===== src/rtl/mem_pkg.sv =====
// Shared types and parameter defaults for the mem register bank.
package mem_pkg;

  localparam int unsigned DEFAULT_WIDTH      = 16;
  localparam int unsigned DEFAULT_NUM_REGS   = 16;
  localparam int unsigned DEFAULT_NUM_INPUTS = 8;

  typedef enum logic [1:0] {
    IDLE  = 2'd0,
    WRITE = 2'd1,
    ACK   = 2'd2
  } write_state_t;

endpackage


===== src/rtl/mem_write_fsm.sv =====
// Write handshake controller: accept in IDLE, commit in WRITE, pulse ack in ACK.
module mem_write_fsm
  import mem_pkg::*;
(
  input  logic clk,
  input  logic reset,
  input  logic write_en,
  output logic write_rdy,
  output logic write_ack,
  output logic capture_c,
  output logic commit_c
);

  write_state_t state_q;
  write_state_t state_d;

  always_ff @(posedge clk or posedge reset) begin
    if (reset) begin
      state_q <= IDLE;
    end else begin
      state_q <= state_d;
    end
  end

  // write_en is only looked at in IDLE, so requests during a write are dropped
  always_comb begin
    state_d = state_q;
    case (state_q)
      IDLE:    if (write_en) state_d = WRITE;
      WRITE:   state_d = ACK;
      ACK:     state_d = IDLE;
      default: state_d = IDLE;
    endcase
  end

  // write_rdy/write_ack come from state only; capture_c is the one input-qualified strobe
  always_comb begin
    write_rdy = 1'b0;
    write_ack = 1'b0;
    capture_c = 1'b0;
    commit_c  = 1'b0;
    case (state_q)
      IDLE: begin
        write_rdy = 1'b1;
        capture_c = write_en;
      end
      WRITE:   commit_c  = 1'b1;
      ACK:     write_ack = 1'b1;
      default: ;
    endcase
  end

endmodule


===== src/rtl/mem.sv =====
// Register bank with staged write handshake and an on_off-gated registered read path.
module mem
  import mem_pkg::*;
#(
  parameter int unsigned width      = DEFAULT_WIDTH,
  parameter int unsigned num_regs   = DEFAULT_NUM_REGS,
  parameter int unsigned num_inputs = DEFAULT_NUM_INPUTS
) (
  input  logic             clk,
  input  logic             reset,
  input  logic             on_off,
  input  logic             write_en,
  input  logic [width-1:0] w_data_in [num_inputs:0],
  output logic             write_rdy,
  output logic             write_ack,
  output logic [width-1:0] r_data_out [num_inputs:0],
  output logic             on_off_vector_fu
);

  generate
    if (num_regs < num_inputs + 1) begin : g_bad_params
      $error("mem: num_regs must be at least num_inputs+1");
    end
  endgenerate

  logic capture_c;
  logic commit_c;

  // Registers above num_inputs have no write port and are constant zero, so only
  // the lane-mapped registers are built.
  logic [width-1:0] staging [num_inputs:0];
  logic [width-1:0] regs    [num_inputs:0];

  mem_write_fsm u_write_fsm (
    .clk       (clk),
    .reset     (reset),
    .write_en  (write_en),
    .write_rdy (write_rdy),
    .write_ack (write_ack),
    .capture_c (capture_c),
    .commit_c  (commit_c)
  );

  always_ff @(posedge clk or posedge reset) begin
    if (reset) begin
      for (int i = 0; i <= int'(num_inputs); i++) staging[i] <= '0;
    end else if (capture_c) begin
      staging <= w_data_in;
    end
  end

  always_ff @(posedge clk or posedge reset) begin
    if (reset) begin
      for (int i = 0; i <= int'(num_inputs); i++) regs[i] <= '0;
    end else if (commit_c) begin
      regs <= staging;
    end
  end

  // Read samples pre-commit contents on a shared edge, so new data lands a cycle later
  always_ff @(posedge clk or posedge reset) begin
    if (reset) begin
      for (int i = 0; i <= int'(num_inputs); i++) r_data_out[i] <= '0;
      on_off_vector_fu <= 1'b0;
    end else begin
      if (on_off) r_data_out <= regs;
      on_off_vector_fu <= on_off;
    end
  end

endmodule


===== config.mk =====
export PLATFORM = sky130hd
export DESIGN_NAME = mem
export DESIGN_NICKNAME = d
export VERILOG_FILES = /design/src/rtl/mem_pkg.sv /design/src/rtl/mem_write_fsm.sv /design/src/rtl/mem.sv
export SDC_FILE = /design/constraint.sdc
export NUM_CORES = 1
export LEC_CHECK = 0
export BUFFER_PORTS_ARGS = -buffer_cell sky130_fd_sc_hd__buf_2
export CORE_MARGIN = 8
export CORE_UTILIZATION = 50
export CTS_CLUSTER_SIZE = 10
export DETAILED_ROUTE_END_ITERATION = 10
export GPL_TIMING_DRIVEN = 0
export PLACE_DENSITY = 0.8
export SLEW_MARGIN = 0
export SYNTH_ARGS = -nofsm -noshare
export SYNTH_HDL_FRONTEND = slang
export SYNTH_SLANG_ARGS = --single-unit
export TNS_END_PERCENT = 10

===== constraint.sdc =====
create_clock -name clk -period 30.6 [get_ports clk]
set_input_delay 3.06 -clock clk [delete_from_list [all_inputs] [get_ports clk]]
set_output_delay 3.06 -clock clk [all_outputs]
set_load 0.05 [all_outputs]

==> results.txt <==
The switching power summed over all nets is 860.5 uW. The violation count after the first detailed-routing iteration is 260. The net count of the mapped netlist is 1069.

Dividing the detail-routed wire length by the instance count gives 20.50 um. After the last flow step, the layout net total stands at 1419. Clock tree synthesis selected as its root buffer the cell sky130_fd_sc_hd__clkbuf_16.

The highest achievable clock rate is 0.2212 GHz. The tightest min-delay check is of the reg2reg type. Wires add up to 35480 um. The worst-case IR drop observed on VDD is 0.07836 mV.

The via-per-instance ratio came out at 5.070. The critical path is of the reg2out type. The number of violations of the max-capacitance limit came out at 0. The number of cells in the finished layout apart from fillers is 1731. The tree built by TritonCTS fans out to 435 sinks. The part of the power in the clock network came out at 21.8%. The synthesized-area fraction occupied by ao, oa, aoi and oai cells is 0%. The cell count of the worst hold path is 1.

Pin placement for this block handled 295 I/O pins. The maximum level of the CTS H-tree is 2. The wire length of the first global-routing pass came out at 56370 um. The combinational cell fraction of total power came out at 36.8%. Dividing total power by cell area gives a power density of 113.7 nW/um2. Headroom to the max-slew limit came out at 62.48%. Compared with the post-synthesis result, the final layout area differs by 20.69%. The internal cell power is 1446 uW.

The startpoint class of the critical path is a flop. The worst-margin pin slew is 0.5628 ns. The initial core utilization came out at 50.40%. The number of failing hold endpoints at the final stage came to 0.

The share of total power in sequential cells is 41.3%. For this run the aggregate overflow at the end of global routing stands at 0. The total negative slack is 0 ns.

The floorplan step set the die width to 199.4 um. The library cells used most frequently in the layout, excluding fill and tap cells, are sky130_fd_sc_hd__dfrtp_1 (435), sky130_fd_sc_hd__buf_2 (307), sky130_fd_sc_hd__mux2_2 (302), sky130_fd_sc_hd__mux2_4 (130), sky130_fd_sc_hd__clkbuf_16 (51). The number of library cell types mapped by synthesis came out at 14. The maximum net fanout on the critical path came out at 4. The post-cts repair resize count is 0.

After floorplanning, the core was divided into 67 placement rows. For this design the static power due to leakage is 0.009598 uW. The number of antenna violations at the first check in global routing was 8. At the worst endpoint, the required time is 27.54 ns. After synthesis the netlist holds a flip-flop and latch count of 435. The fraction of final layout cells with drive strength greater than 1 is 65.21%. The die boundary height came out at 199.4 um. Hold repair after CTS inserted 0 buffers. The final max-slew violation count is 0. The area of the die is 39760 um2. The setup slack on the worst flop-to-flop path came out at 28.98 ns. In this run the mean area of a mapped cell was 18.26 um2. Post-CTS timing repair inserted 0 buffers for setup. After synthesis, the largest family of logic cells by area is multiplexers. The longest clock path from root to sink contains 3 buffers.

Before antenna repair, the detailed router went through 4 iterations. Routability-driven placement finished with a final weighted congestion of 0.7527. The xor/xnor share of the synthesized area came out at 0%. Counting tap cells, the placed design contains a total of 1667 instances. The sum of net half-perimeters after detailed placement is 24460 um. Summing the areas of all fa, ha and maj instances in the mapped netlist gives 0% of the synthesized area.

The detailed-route DRC error count is 0. Measured against the total synthesized area, the mux share comes to 31.83%. TritonCTS built the clock tree. The post-synthesis simple-gate area fraction is 0.1711%. The clock insertion delay at the later pin of the skew report is 0.55 ns.

The synthesis warning total is 0. The number of failing setup endpoints in the final timing report came out at 0. The library cell used most frequently in the layout, excluding fill and tap cells, is sky130_fd_sc_hd__dfrtp_1. The maximum number of pins on one net before global-route repair is 112. The flow ran to the end, and the final reports show no timing, DRC or antenna violations.

Counting the buffers created by CTS gives 50. In the global route stage, overall resource usage came out at 18.20%. The critical path arrival came out at 1.46 ns. The gate count after technology mapping came out at 921.

The number of cells on the worst reg-to-reg path is 5. The mapped netlist covers 16820 um2. The clock transition time at the flip-flop clock pins of the worst setup and hold paths came out at 0.06 ns. The share of the cycle needed by the critical path after routing came out at 14.77%.

Fill cells in the final layout number 2491. The core outline area came out at 33360 um2. The via count of the first global-routing pass was 9905. The count of nets left with antenna violations once routing finished came out at 0. The setup skew after layout came out at 0.01193 ns. Setup repair after global routing left no endpoint under its margin. The total vias in the final route is 8776.

The worst setup path is captured at an output pin. Port buffering added 294 buffers. The switching part of the total power is 37.30%.

The part of the Yosys area used for sequential elements is 64.73%. The final critical-path required period came out at 4.520 ns.
stage by stage:
step	hold slack (ns)	total power (uW)	setup WS [ns]	area, um2	util [%]
2_1_floorplan	0.4736	1597	15.42	16820	-
3_3_place_gp	0.4820	1786	11.40	18850	56.49
3_5_place_dp	0.4872	1816	25.97	18970	56.84
4_1_cts	0.4936	2339	26.05	20290	60.80
5_1_grt	0.5088	2420	25.98	20290	60.82
6_report	0.4918	2307	26.08	20300	60.83
worst max-delay path: stages (launching register included):
cell and delay [ns]:
sky130_fd_sc_hd__dfrtp_1 0.41, sky130_fd_sc_hd__nor2_1 0.19, sky130_fd_sc_hd__buf_2 0.30
flip-flops by register name, indices dropped and copies added (netlist names):
name / count
staging: 144
u_write_fsm.state_q: 2
on_off_vector_fu: 1
regs: 144
r_data_out: 144
logic make-up (layout without fill, tap and decap cells):
kind of cell / count (synthesis) / after routing
flip-flops: 435 / 435
multiplexers: 432 / 432
buffers and inverters: 50 / 408
AND/OR/NAND/NOR: 4 / 4
other: 0 / 4
layout make-up:
class	count	area [um2]	area share (%)
plain buffers	48	541.8	2.669
clock inverters	2	17.52	0.08631
repair buffers	298	1582	7.792
multi-input cells	436	5381	26.52
flip-flops and latches	435	10890	53.63
diodes	4	10.01	0.04932
inverters	2	15.01	0.07398
clock buffers	58	1303	6.418
well taps	448	560.5	2.762
worst paths after layout:
kind                                              from             end
worst min-delay path                          regs[11]  r_data_out[11]
worst max-delay path            u_write_fsm.state_q[0]       write_rdy
worst max register to register  u_write_fsm.state_q[0]    staging[122]
min in group asynchronous                        reset     staging[93]
max in group asynchronous                        reset     staging[46]
worst min register to register                regs[11]  r_data_out[11]
cells in the mapped netlist:
master / number / share of area, %
sky130_fd_sc_hd__nor3b_2: 1 / 0.074
sky130_fd_sc_hd__inv_2: 1 / 0.022
sky130_fd_sc_hd__dfrtp_1: 435 / 65
sky130_fd_sc_hd__nand2b_1: 1 / 0.037
sky130_fd_sc_hd__mux2_4: 130 / 12
sky130_fd_sc_hd__nor2_1: 1 / 0.022
sky130_fd_sc_hd__mux2_2: 302 / 20
sky130_fd_sc_hd__buf_6: 3 / 0.20
sky130_fd_sc_hd__buf_12: 15 / 1.8
sky130_fd_sc_hd__nor2b_1: 1 / 0.037
sky130_fd_sc_hd__buf_2: 13 / 0.39
sky130_fd_sc_hd__buf_8: 2 / 0.18
sky130_fd_sc_hd__inv_1: 1 / 0.022
sky130_fd_sc_hd__buf_4: 15 / 0.67
power by group through the flow:
stage	clock network, uW	logic [uW]	registers, uW
final	503	850	954
after global routing	542	891	987
after CTS	521	862	956
after detailed placement	0	857	959
after global placement	0	838	948
after floorplan	0	326	1270
layer usage:
layer / vias to the layer above / track usage, % / share of wire, %
met3: 67 / 4.867 / 5.9
li1: 3934 / - / -
met4: 10 / 6.567 / 2.5
met5: - / 0 / 0.17
met1: 4568 / 22.95 / 42
met2: 197 / 30.03 / 49
(Power assumes the default switching activity.)
